`src/rtl/truth_table_checker_pkg.sv`:
```
// Shared types for the truth table checker.
// FSM encoding and the reference-bit selector.
package truth_table_checker_pkg;

    typedef enum logic [1:0] {
        IDLE     = 2'd0,
        SETTLE_W = 2'd1,
        SAMPLE   = 2'd2,
        DONE     = 2'd3
    } tt_state_e;

    localparam int SETTLE_BITS = 4;

    function automatic logic ref_bit(
        input logic mode,
        input logic golden_bit,
        input logic y_b
    );
        return mode ? golden_bit : y_b;
    endfunction

endpackage

```
`src/rtl/tt_sweep_counter.sv`:
```
// Settle-delay counter and stimulus vector counter.
// stim wraps to 0 when stepped past all-ones, which ends the sweep.
module tt_sweep_counter
    import truth_table_checker_pkg::*;
#(
    parameter int N_IN   = 3,
    parameter int SETTLE = 1
) (
    input  logic            clk,
    input  logic            reset,
    input  logic            load,
    input  logic            settle,
    input  logic            step,
    output logic [N_IN-1:0] stim,
    output logic            sample_en,
    output logic            last_vec
);

    localparam logic [SETTLE_BITS-1:0] SETTLE_LAST =
        (SETTLE == 0) ? '0 : SETTLE_BITS'(SETTLE - 1);

    logic [SETTLE_BITS-1:0] settle_cnt;

    assign sample_en = (settle_cnt == SETTLE_LAST);
    assign last_vec  = &stim;

    always_ff @(posedge clk) begin
        if (reset || load) begin
            stim       <= '0;
            settle_cnt <= '0;
        end else begin
            if (settle)
                settle_cnt <= sample_en ? '0 : settle_cnt + 1'b1;
            if (step)
                stim <= stim + 1'b1;
        end
    end

endmodule

```
`config.mk`:
```
export PLATFORM = sky130hd
export DESIGN_NAME = tt_sweep_counter
export DESIGN_NICKNAME = d
export VERILOG_FILES = /design/src/rtl/truth_table_checker_pkg.sv /design/src/rtl/tt_sweep_counter.sv
export SDC_FILE = /design/constraint.sdc
export NUM_CORES = 1
export LEC_CHECK = 0
export CORE_AREA = 2 2 39 41
export DETAILED_ROUTE_END_ITERATION = 6
export DIE_AREA = 0 0 41 43
export GPL_TIMING_DRIVEN = 0
export PLACE_DENSITY = 0.46
export SYNTH_ARGS = -nofsm -noshare
export SYNTH_HDL_FRONTEND = slang
export SYNTH_SLANG_ARGS = --single-unit
```
`constraint.sdc`:
```
create_clock -name clk -period 1.12 [get_ports clk]
set_input_delay 0.224 -clock clk [delete_from_list [all_inputs] [get_ports clk]]
set_output_delay 0.224 -clock clk [all_outputs]
set_load 0.05 [all_outputs]
```
Word-level counts from Yosys, hierarchy flattened --
Index checks and enable logic that the tools add are counted.
Storage, ports and cells: flip-flop bits (word level) 7, output and inout bits 5
Cells by class: add/subtract/negate cells 2, multiplexer cells 1, reductions and logical operators 3
Operators with widths (count):
- 4-bit by 1-bit adder with 4-bit output (second input constant) | 1
- 4-bit zero test | 1
- 4-bit two-way mux | 1
- 3-bit by 1-bit adder with 3-bit output (second input constant) | 1
- 3-bit AND reduction | 1
- 1-bit logical OR | 1

Depth between registers and ports, before layout --
Gate-level depths: netlist of the first run.
depth after elaboration 2, depth in mapped cells 5, mapped depth without buffers 5

Worst setup path before layout of the first run --
No wires, ideal clock.
path type reg2reg, from register settle_cnt[0], to register settle_cnt[0], library setup time 0.115 ns, arrival time 1.485 ns, required time 1.005 ns, path slack -0.480 ns, cell stages (with the launch flop) 6, path buffers 0, clock period less this slack 1.600 ns, cells stage by stage dfxtp_1 inv_1 ha_1 nor3b_2 a211o_1 nor2_1
Between the ends: longest elaborated chain between the ends 2, elaborated cells between the ends (all ways) 3, those cells by class add/sub: 1; mux: 1; reduce/logical: 1
RTL lines:
- start: declaration | line tt_sweep_counter.sv:22 | logic [SETTLE_BITS-1:0] settle_cnt;
- start signal: assignment | line tt_sweep_counter.sv:33 | settle_cnt <= sample_en ? '0 : settle_cnt + 1'b1;
- 4-bit zero test | line tt_sweep_counter.sv:24 | assign sample_en = (settle_cnt == SETTLE_LAST);
- net sample_en | line tt_sweep_counter.sv:15 | output logic sample_en,
- 4-bit two-way mux | line tt_sweep_counter.sv:33
The timed path passes the listed nets, and every way through them passes these cells. A chain may end at the register's enable or synchronous reset.

Final worst setup path of the first run --
from register settle_cnt[0], to output sample_en
Between the ends: longest elaborated chain between the ends 1
RTL lines (line):
- 4-bit zero test | tt_sweep_counter.sv:24
- end: declaration | tt_sweep_counter.sv:15
Every way passes these cells.

==> results of run 1 <==
-- worst paths after layout --
check / slack [ns] / to / from
max: -0.26 / sample_en / settle_cnt[0]$_SDFFE_PP0P_
min: 0.55 / stim[2]$_SDFFE_PP0P_ / stim[2]$_SDFFE_PP0P_
max reg2reg: -0.03 / settle_cnt[0]$_SDFFE_PP0P_ / settle_cnt[0]$_SDFFE_PP0P_
min reg2reg: 0.55 / stim[2]$_SDFFE_PP0P_ / stim[2]$_SDFFE_PP0P_
-- critical path, cell delays in order (launching register included) --
cell and delay (ns):
dfxtp_4 0.35, inv_4 0.06, ha_4 0.11, nor3b_4 0.21, buf_6 0.19
-- what timing repair did --
| action | CTS | global route |
|---|---|---|
| resized for setup | 32 | 7 |
| pin swaps | 1 | 0 |
| buffers inserted | 3 | 1 |
| endpoints found under the setup margin | 8 | 8 |
| hold endpoints to repair | 0 | 0 |
-- power groups by stage --
stage,sequential (W),clock (W),combinational [W]
floorplan,0.000269,0,0.0000276
global route,0.000255,0.000250,0.0000865
CTS,0.000253,0.000237,0.0000769
finish,0.000254,0.000223,0.0000790
detailed placement,0.000261,0,0.0000711
global placement,0.000261,0,0.0000700
-- cells by family after synthesis --
| group | count (synthesis) |
|---|---|
| muxes | 3 |
| and+or+nand+nor | 10 |
| buffers and inverters | 2 |
| DFF | 7 |
| xor gates and xnor gates | 4 |
| adders and majority gates | 4 |
| AOI/OAI and AO/OA | 1 |
-- area by class of cell --
cell class	count	area share, %
inverters	2	1.80
flip-flops and latches	7	27.6
multi-input cells	22	40.2
clock buffers	4	4.72
repair buffers	13	22.0
well taps	16	3.60
-- placed cells by master (no fill, tap or decap), drive strengths merged --
| cell | instances |
|---|---|
| xnor2 | 2 |
| nor3 | 4 |
| inv | 2 |
| nor2 | 3 |
| a211o | 1 |
| buf | 7 |
| dfxtp | 7 |
| mux2i | 3 |
| clkdlybuf4s50 | 4 |
| nand2 | 1 |
| nand4 | 1 |
| ha | 4 |
| nor3b | 1 |
| xor2 | 2 |
| clkbuf | 6 |
-- sequential cells by signal, indices dropped and copies added (netlist names) --
name and count:
stim 3, settle_cnt 4
-- per-stage QoR --
step / setup TNS (ns) / std cells / setup WS (ns) / total power [W] / hold slack [ns]
detailed placement: -2.53 / 56 / -0.631 / 0.000332 / 0.535
global route: -0.663 / 64 / -0.306 / 0.000591 / 0.574
CTS: -0.449 / 63 / -0.267 / 0.000567 / 0.561
floorplan: -0.887 / 31 / -0.267 / 0.000297 / 0.291
finish: -0.443 / 64 / -0.264 / 0.000556 / 0.552
global placement: -2.39 / 56 / -0.620 / 0.000331 / 0.529
-- layer usage --
metal	GRT usage [%]	vias up	routed length, microns
met5	0	-	0
met4	12.0	0	0
met3	1.57	0	28
met2	17.2	8	451
met1	9.39	150	260
li1	-	141	-
==> out/metrics.yaml, run 1 <==
grt:
  grt.overflow.total: 0
  antenna_found_initial: 0
  track_usage_pct: 10.6
  grt_max_degree: 6
  grt_pass1_vias: 292
  grt_pass1_wl_microns: 1180
layout:
  drive_gt1_share_pct: 50.0
  seq_area_sq_um: 154
  post-route-util_pct: 40.2
  n_fill_cell: 150
  finalInstanceArea_sq_um: 557
  num_antenna_cells: 0
  fin_nets: 58
  multiInputGateArea_sq_um: 224
  syn_to_final_growth_pct: 71.2
cts:
  cts.clk_slew.worst_paths_ns: 0.05
  cts_root_buf: "clkbuf_4"
  cts_buffers: 3
  cts_tree: "yes"
  cts-hold-fix-buffers: 0
  clkSinkCount: 7
  insertion_delay_ns: 0.24
  clockBufferDepth: 2
  htreeDepth: 1
synthesis:
  synth_top_family_by_area: "simple AND/OR/NAND/NOR gates"
  synth-xor-area-share_pct: 10.8
  synth_edf_count: 0
  synth_compound_area_share_pct: 2.69
  synth.yosys.seq_area_share_pct: 43.1
  synth_top_area_share_pct: 43.1
  synth.largest_area_cell: "dfxtp_1"
  synthAdderAreaFrac_pct: 15.4
  ys_ff_latch: 7
  synth.cell_area_sq_um: 325
  synth_area_per_cell_sq_um: 10.5
  syn_nets: 40
  synthArstFlopShare_pct: 0
  synth_common_cells: "dfxtp_1 (7), ha_1 (4), nor3_1 (4), mux2i_1 (3), nor2_1 (3)"
  yosysUniqueCellTypes: 12
  synthSimpleGateAreaFrac_pct: 16.5
  synthCells: 31
  yosysMostFrequentCell: "dfxtp_1"
  ys.warnings.count: 0
  synth.mux.area_fraction_pct: 9.23
  synth-main-ff-cell: "dfxtp_1"
  synth_area_leaders: "dfxtp_1 (43%), ha_1 (15%), mux2i_1 (9.2%)"
floorplanning:
  design.die.area_sq_um: 1760
  core-area_sq_um: 1380
  die_w_microns: 41
  rows: 14
  initial_core_util_pct: 23.5
  dieHeight_microns: 43
  io_pins: 10
placed_design:
  portBuffers: 9
  gp_congestion: 0.599
  dp_hpwl_microns: 536
  dpl_cell_area_sq_um: 480
power:
  switching_share_pct: 23.6
  power_frac_clock_pct: 40.0
  leakagePower_nw: 0.220
  cellInternalPower_w: 0.000425
  peakVddDrop_mv: 0.560
  share_comb_of_total_power_pct: 14.2
  p_sw_w: 0.000131
  power.density_nw_per_um2: 998
  seq_power_share_pct: 45.7
timing:
  fmax_ghz: 0.722
  period_minus_slack_ns: 1.38
  final_max_slew_viol_count: 0
  rsz0062_at_grt: "true"
  finalHoldViolations: 0
  relSlewSlack_pct: 85.7
  clock_skew_ns: 0.000665
  period_share_pct: 124
  setup_viol: 5
  worst_pin_slew_ns: 0.213
  timing.final.ws_setup_ns: -0.264
min_path:
  hold_depth: 2
  hp-class: "flop to flop"
drt:
  first_pass_iters: 4
  via_count: 299
  drc: 0
  wire_per_inst_microns: 11.6
  antenna_left: 0
  wirelength_microns: 740
  drtIter0Drc: 4
  vias_per_cell: 4.67
run:
  maxCapViolCount: 0
critical_path:
  cp-start-kind: "flop"
  setup.worst_path.end_class: "primary output"
  crit_fanout: 2
  worst_r2r_path_depth: 5
  required_ns: 0.90
  crit_type: "flop to primary output"
  worstPathArrival_ns: 1.16
run_status:
  status: "finished with violations"
  violations: "negative setup slack"
Note: power is estimated with default switching activity, not from simulation.
==> run 2, diff against run 1 <==
--- a/config.mk
+++ b/config.mk
@@ -5,11 +5,13 @@
 export SDC_FILE = /design/constraint.sdc
 export NUM_CORES = 1
 export LEC_CHECK = 0
+export ABC_AREA = 1
 export CORE_AREA = 2 2 39 41
 export DETAILED_ROUTE_END_ITERATION = 6
 export DIE_AREA = 0 0 41 43
-export GPL_TIMING_DRIVEN = 0
-export PLACE_DENSITY = 0.46
+export GPL_TIMING_DRIVEN = 1
+export PLACE_DENSITY = 0.47
+export SETUP_SLACK_MARGIN = 0.2
 export SYNTH_ARGS = -nofsm -noshare
 export SYNTH_HDL_FRONTEND = slang
 export SYNTH_SLANG_ARGS = --single-unit
==> run 2 against run 1 <==
Effect of this change:
- the flow still finishes with violations (negative setup slack)
- via count increased by 15%
- register-to-register slack improved by 0.05 ns
- clock power barely moved
- critical path type unchanged
- worst setup slack improved by 0.078 ns
- largest power group unchanged
- combinational power is 71% higher
- first-iteration DRC count fell by 75%
- highest routed layer is now met4
==> out/metrics.yaml, run 2 <==
layout:
  num_antenna_cells: 0  # unchanged
  post-route-util_pct: 51.5  # was 40.2%
  drive_gt1_share_pct: 59.7  # was 50.0%
  seq_area_sq_um: 155  # was 154 sq um
  top_register: "settle_cnt"  # unchanged
  multiInputGateArea_sq_um: 249  # was 224 sq um
  final_common_cell: "nand2_1"  # was clkbuf_4
  syn_to_final_growth_pct: 113  # was 71.2%
  layout_common_cells: "nand2_1 (8), buf_4 (6), buf_12 (5)"  # was clkbuf_4 (5), nor3_1 (4), clkdlybuf4s50_1 (4), buf_4 (4)
  instances_no_fill: 83  # was 64
  largest_register_ffs: 4  # unchanged
  n_fill_cell: 133  # was 150
  fin_nets: 77  # was 58
  top_regs: "settle_cnt (4), stim (3)"  # unchanged
timing:
  setup_viol: 4  # was 5
  worst_pin_slew_ns: 0.201  # was 0.213 ns
  clock_skew_ns: 0.00597  # was 0.000665 ns
  timing.final.ws_setup_ns: -0.186  # was -0.264 ns
  final_max_slew_viol_count: 0  # unchanged
  finalHoldViolations: 0  # unchanged
  period_share_pct: 117  # was 124%
  relSlewSlack_pct: 86.5  # was 85.7%
  fin_tns_setup_ns: -0.444  # was -0.443 ns
  rsz0062_at_grt: "true"  # unchanged
  fmax_ghz: 0.766  # was 0.722 GHz
  hold_slack_ns: 0.316  # was 0.552 ns
  period_minus_slack_ns: 1.31  # was 1.38 ns
synthesis:
  synth-main-ff-cell: "dfxtp_1"  # unchanged
  yosysMostFrequentCell: "nand2_1"  # was dfxtp_1
  ys_ff_latch: 7  # unchanged
  synth_top_area_share_pct: 41.8  # was 43.1%
  synth_common_cells: "nand2_1 (10), dfxtp_1 (7), inv_1 (7), nor2_1 (6)"  # was dfxtp_1 (7), ha_1 (4), nor3_1 (4), mux2i_1 (3), nor2_1 (3)
  syn_nets: 53  # was 40
  synth.cell_area_sq_um: 335  # was 325 sq um
  synth.largest_area_cell: "dfxtp_1"  # unchanged
  yosysUniqueCellTypes: 11  # was 12
  synth_edf_count: 0  # unchanged
  ys.warnings.count: 0  # unchanged
  synth_area_leaders: "dfxtp_1 (42%), ha_1 (15%), nand2_1 (11%)"  # was dfxtp_1 (43%), ha_1 (15%), mux2i_1 (9.2%)
  synth_area_per_cell_sq_um: 7.62  # was 10.5 sq um
  synthCells: 44  # was 31
  synth.yosys.seq_area_share_pct: 41.8  # was 43.1%
  synthArstFlopShare_pct: 0  # unchanged
power:
  power.density_nw_per_um2: 862  # was 998 nW/um^2
  leakagePower_nw: 0.298  # was 0.220 nW
  p_total_w: 0.000615  # was 0.000556 W
  peakVddDrop_mv: 0.468  # was 0.560 mV
grt:
  grtUsageMet3_pct: 3.14  # was 1.57%
  grt_pass1_vias: 347  # was 292
  grt_max_degree: 5  # was 6
  antenna_found_initial: 0  # unchanged
  use_met2_pct: 19.1  # was 17.2%
  grt_pass1_wl_microns: 1300  # was 1180 microns
  grt.overflow.total: 0  # unchanged
  use_met1_pct: 11.4  # was 9.39%
  track_usage_pct: 11.2  # was 10.6%
  gr-max-usage-layer: "met2"  # unchanged
floorplanning:
  die_w_microns: 41  # unchanged
  initial_core_util_pct: 24.2  # was 23.5%
  dieHeight_microns: 43  # unchanged
  design.die.area_sq_um: 1760  # unchanged
  core-area_sq_um: 1380  # unchanged
  io_pins: 10  # unchanged
  rows: 14  # unchanged
cts:
  clkSinkCount: 7  # unchanged
  htreeDepth: 1  # unchanged
  cts_tree: "yes"  # unchanged
  clockBufferDepth: 2  # unchanged
  cts_root_buf: "clkbuf_4"  # unchanged
  cts.clk_slew.worst_paths_ns: 0.05  # about the same
  cts_buffers: 3  # unchanged
  insertion_delay_ns: 0.25  # was 0.24 ns
run_status:
  status: "finished with violations"  # unchanged
  violations: "negative setup slack"  # unchanged
drt:
  wirelength_microns: 769  # was 740 microns
  drc: 0  # unchanged
  vias_per_cell: 4.13  # was 4.67
  drtIter0Drc: 1  # was 4
  via_count: 343  # was 299
  antenna_left: 0  # unchanged
  first_pass_iters: 2  # was 4
  wire_per_inst_microns: 9.27  # was 11.6 microns
placed_design:
  portBuffers: 9  # unchanged
  dp_hpwl_microns: 515  # was 536 microns
  gp_congestion: 0.630  # was 0.599
  dp_cells: 69  # was 56
critical_path:
  worstPathArrival_ns: 1.08  # was 1.16 ns
  crit_type: "flop to primary output"  # unchanged
  cp-start-kind: "flop"  # unchanged
  crit_fanout: 2  # unchanged
  setup.worst_path.end_class: "primary output"  # unchanged
  required_ns: 0.90  # about the same
min_path:
  hp-class: "input pin to flop"  # was flop to flop
run:
  maxCapViolCount: 0  # unchanged
[run 2: logic make-up after synthesis]
| family | synth area share, % |
|---|---|
| and+or+nand+nor | 19.8 |
| AOI/OAI and AO/OA | 10.4 |
| buffers and inverters | 7.84 |
| DFF | 41.8 |
| adders and majority gates | 14.9 |
| xor gates and xnor gates | 5.22 |
[run 2: cell type report]
class                      instances  area share, %
tap                               16           2.81
clock buffer                       4           3.68
sequential                         7           21.8
timing repair buffer              19           32.6
inverter                           7           4.21
multi-input combinational         30           34.9
[run 2: power by group]
| group | leakage [nW] | total (W) | switching, W | internal (W) |
|---|---|---|---|---|
| Clock | 0.0150 | 0.000225 | 0.0000896 | 0.000136 |
| Sequential | 0.0605 | 0.000255 | 0.00000530 | 0.000250 |
| Combinational | 0.222 | 0.000135 | 0.0000619 | 0.0000726 |
[run 2: per-layer routing]
layer / vias up / share of wire [%]
met1: 150 / 41
met4: 0 / 0.78
met2: 7 / 54
met5: - / 0
met3: 2 / 3.4
li1: 184 / -
[run 2: path summary, 6_finish.rpt]
check | startpoint | to | slack [ns] | depth (start not counted)
setup / recovery | settle_cnt[0]$_SDFFE_PP0P_ | sample_en | -0.19 | 5
hold / removal | settle | settle_cnt[0]$_SDFFE_PP0P_ | 0.32 | 4
hold reg to reg | settle_cnt[1]$_SDFFE_PP0P_ | settle_cnt[1]$_SDFFE_PP0P_ | 0.48 | 2
setup reg to reg | settle_cnt[1]$_SDFFE_PP0P_ | settle_cnt[2]$_SDFFE_PP0P_ | 0.02 | 7
[run 2: per-stage QoR]
stage | cell area (sq um) | worst slack, ns
after floorplan | 395 | 0.0848
after global routing | 713 | -0.228
after CTS | 646 | -0.190
after detailed placement | 556 | -0.0657
after global placement | 556 | -0.0626
final | 713 | -0.186
[run 2: critical path, cell delays in order, from the launching register on]
cell	delay [ns]
dfxtp_2	0.34
inv_2	0.05
ha_4	0.15
nand2_4	0.06
clkinvlp_4	0.09
buf_12	0.15
[run 2: repair_timing]
action | in CTS | in global routing
hold endpoints to repair | 0 | 0
gates cloned | 0 | 0
hold buffers | 0 | 0
resized for setup | 6 | 12
setup endpoints to repair | 9 | 11
setup buffers | 6 | 4
pin swaps | 2 | 5
==> run 3, diff against run 2 <==
--- a/config.mk
+++ b/config.mk
@@ -9,7 +9,7 @@
 export CORE_AREA = 2 2 39 41
 export DETAILED_ROUTE_END_ITERATION = 6
 export DIE_AREA = 0 0 41 43
-export GPL_TIMING_DRIVEN = 1
+export GPL_TIMING_DRIVEN = 0
 export PLACE_DENSITY = 0.47
 export SETUP_SLACK_MARGIN = 0.2
 export SYNTH_ARGS = -nofsm -noshare
==> run 3 against run 2 <==
Effect of this change:
- highest routed layer unchanged
- clock power is 3% higher
- sequential share of layout area is 1.3 points higher
- largest cell class unchanged
- critical path type unchanged
- worst setup slack better by 0.021 ns
- clock skew down 0.0041 ns
- via count unchanged
- first-iteration DRC count grew to 5.0 times the previous value
- count of clock-buffer cells in the layout did not move
- total power fell by 2.3%
- design area fell by 6.5%
- final cell count fell by 3.6%
- the flow still finishes with violations (negative setup slack)
- hold slack improved by 0.014 ns
- routed wire length is 4.8% higher
==> out/metrics.yaml, run 3 (same netlist as run 2, synthesis figures left out) <==
power:
  power.density_nw_per_um2: 901  # was 862 nW/um^2
  switching_share_pct: 26.5  # was 25.5%
  leakagePower_nw: 0.290  # was 0.298 nW
  peakVddDrop_mv: 0.786  # was 0.468 mV
  seq_power_share_pct: 42.4  # was 41.5%
  share_comb_of_total_power_pct: 19.2  # was 21.9%
  power_frac_clock_pct: 38.4  # was 36.6%
  cellInternalPower_w: 0.000442  # was 0.000458 W
  p_sw_w: 0.000159  # was 0.000157 W
floorplanning:
  io_pins: 10  # unchanged
  dieHeight_microns: 43  # unchanged
  rows: 14  # unchanged
  initial_core_util_pct: 24.2  # unchanged
  design.die.area_sq_um: 1760  # unchanged
  core-area_sq_um: 1380  # unchanged
  die_w_microns: 41  # unchanged
layout:
  layout_common_cells: "nand2_1 (7), buf_6 (5), inv_1 (4), nor2_1 (4), buf_8 (4)"  # was nand2_1 (8), buf_4 (6), buf_12 (5)
  syn_to_final_growth_pct: 98.9  # was 113%
  drive_gt1_share_pct: 56.3  # was 59.7%
  top_register: "settle_cnt"  # unchanged
  largest_register_ffs: 4  # unchanged
  num_antenna_cells: 0  # unchanged
  final_common_cell: "nand2_1"  # unchanged
  top_regs: "settle_cnt (4), stim (3)"  # unchanged
  instances_no_fill: 80  # was 83
  fin_nets: 74  # was 77
cts:
  cts_buffers: 3  # unchanged
  insertion_delay_ns: 0.25  # about the same
  clkSinkCount: 7  # unchanged
  cts_tree: "yes"  # unchanged
  cts.clk_slew.worst_paths_ns: 0.05  # about the same
  clockBufferDepth: 2  # unchanged
  htreeDepth: 1  # unchanged
  cts_root_buf: "clkbuf_4"  # unchanged
critical_path:
  crit_fanout: 2  # unchanged
  worstPathArrival_ns: 1.06  # was 1.08 ns
  setup.worst_path.end_class: "primary output"  # unchanged
  cp-start-kind: "flop"  # unchanged
  required_ns: 0.90  # about the same
  crit_type: "flop to primary output"  # unchanged
grt:
  track_usage_pct: 12.3  # was 11.2%
  grt_pass1_wl_microns: 1350  # was 1300 microns
  grt_pass1_vias: 334  # was 347
  antenna_found_initial: 0  # unchanged
  grt.overflow.total: 0  # unchanged
  grt_max_degree: 5  # unchanged
timing:
  period_share_pct: 115  # was 117%
  finalHoldViolations: 0  # unchanged
  relSlewSlack_pct: 83.6  # was 86.5%
  clock_skew_ns: 0.00192  # was 0.00597 ns
  timing.final.ws_setup_ns: -0.165  # was -0.186 ns
  fmax_ghz: 0.778  # was 0.766 GHz
  setup_viol: 2  # was 4
  rsz0062_at_grt: "true"  # unchanged
  period_minus_slack_ns: 1.29  # was 1.31 ns
  final_max_slew_viol_count: 0  # unchanged
  worst_pin_slew_ns: 0.246  # was 0.201 ns
  hold_slack_ns: 0.330  # was 0.316 ns
drt:
  via_count: 343  # unchanged
  vias_per_cell: 4.29  # was 4.13
  antenna_left: 0  # unchanged
  drtIter0Drc: 5  # was 1
  first_pass_iters: 4  # was 2
  wirelength_microns: 806  # was 769 microns
  drc: 0  # unchanged
  wire_per_inst_microns: 10.1  # was 9.27 microns
run:
  maxCapViolCount: 0  # unchanged
placed_design:
  gp_congestion: 0.690  # was 0.630
  dp_hpwl_microns: 528  # was 515 microns
  dp_cells: 69  # unchanged
  portBuffers: 9  # unchanged
min_path:
  hp-class: "input pin to flop"  # unchanged
run_status:
  violations: "negative setup slack"  # unchanged
  status: "finished with violations"  # unchanged
## run 3: changes by cell type in the layout (fill, tap and decap cells not counted), sizes merged
cell and delta:
buf -3, clkdlybuf4s50 -1, dlymetal6s2s +1
## run 3: layer usage
metal / vias to the layer above / routed length [microns] / GRT usage (%)
met5: - / 0 / 0
met4: 0 / 7 / 4.00
met3: 2 / 56 / 9.42
met2: 10 / 447 / 21.3
met1: 157 / 296 / 9.68
li1: 174 / - / -
## run 3: cell type report
class | count | area (sq um)
inverters | 7 | 30.0
flip-flops and latches | 7 | 154
multi-input cells | 30 | 253
clock buffers | 4 | 26.3
fillers | 133 | 717
repair buffers | 16 | 184
well taps | 16 | 20.0
## run 3: path summary, 6_finish.rpt
path	start	endpoint	slack, ns	cells past startpoint
setup / recovery	settle_cnt[1]$_SDFFE_PP0P_	sample_en	-0.17	5
hold / removal	settle	settle_cnt[0]$_SDFFE_PP0P_	0.33	4
setup reg to reg	settle_cnt[0]$_SDFFE_PP0P_	settle_cnt[2]$_SDFFE_PP0P_	0.11	5
hold reg to reg	settle_cnt[1]$_SDFFE_PP0P_	settle_cnt[1]$_SDFFE_PP0P_	0.49	2
## run 3: through the flow
step | TNS [ns] | setup WS (ns) | util, % | area (sq um) | total power [W]
after detailed placement | -2.16 | -0.547 | 36.5 | 505 | 0.000345
after global routing | -0.437 | -0.219 | 48.2 | 667 | 0.000648
after floorplan | 0 | 0.0848 | - | 395 | 0.000313
final | -0.327 | -0.165 | 48.2 | 667 | 0.000601
after CTS | -0.346 | -0.177 | 43.6 | 603 | 0.000595
after global placement | -2.06 | -0.522 | 36.5 | 505 | 0.000345
## run 3: power by group through the flow
stage                     clock network (W)  registers, W  logic (W)
after floorplan                           0      0.000272  0.0000410
after global placement                    0      0.000264  0.0000810
after detailed placement                  0      0.000264  0.0000815
after CTS                          0.000241      0.000254   0.000100
after global routing               0.000268      0.000255   0.000125
final                              0.000231      0.000255   0.000116
## run 3: what timing repair did
action	4_1_cts	5_1_grt
pin swaps	2	4
endpoints found under the setup margin	9	12
gates resized for setup	42	16
setup buffers	6	1
hold buffers	0	0
## run 3: critical path, stage by stage, from the launching register on
cell and delay, ns:
dfxtp_2 0.33, inv_2 0.05, ha_4 0.15, nand2_4 0.06, clkinvlp_4 0.07, buf_6 0.15
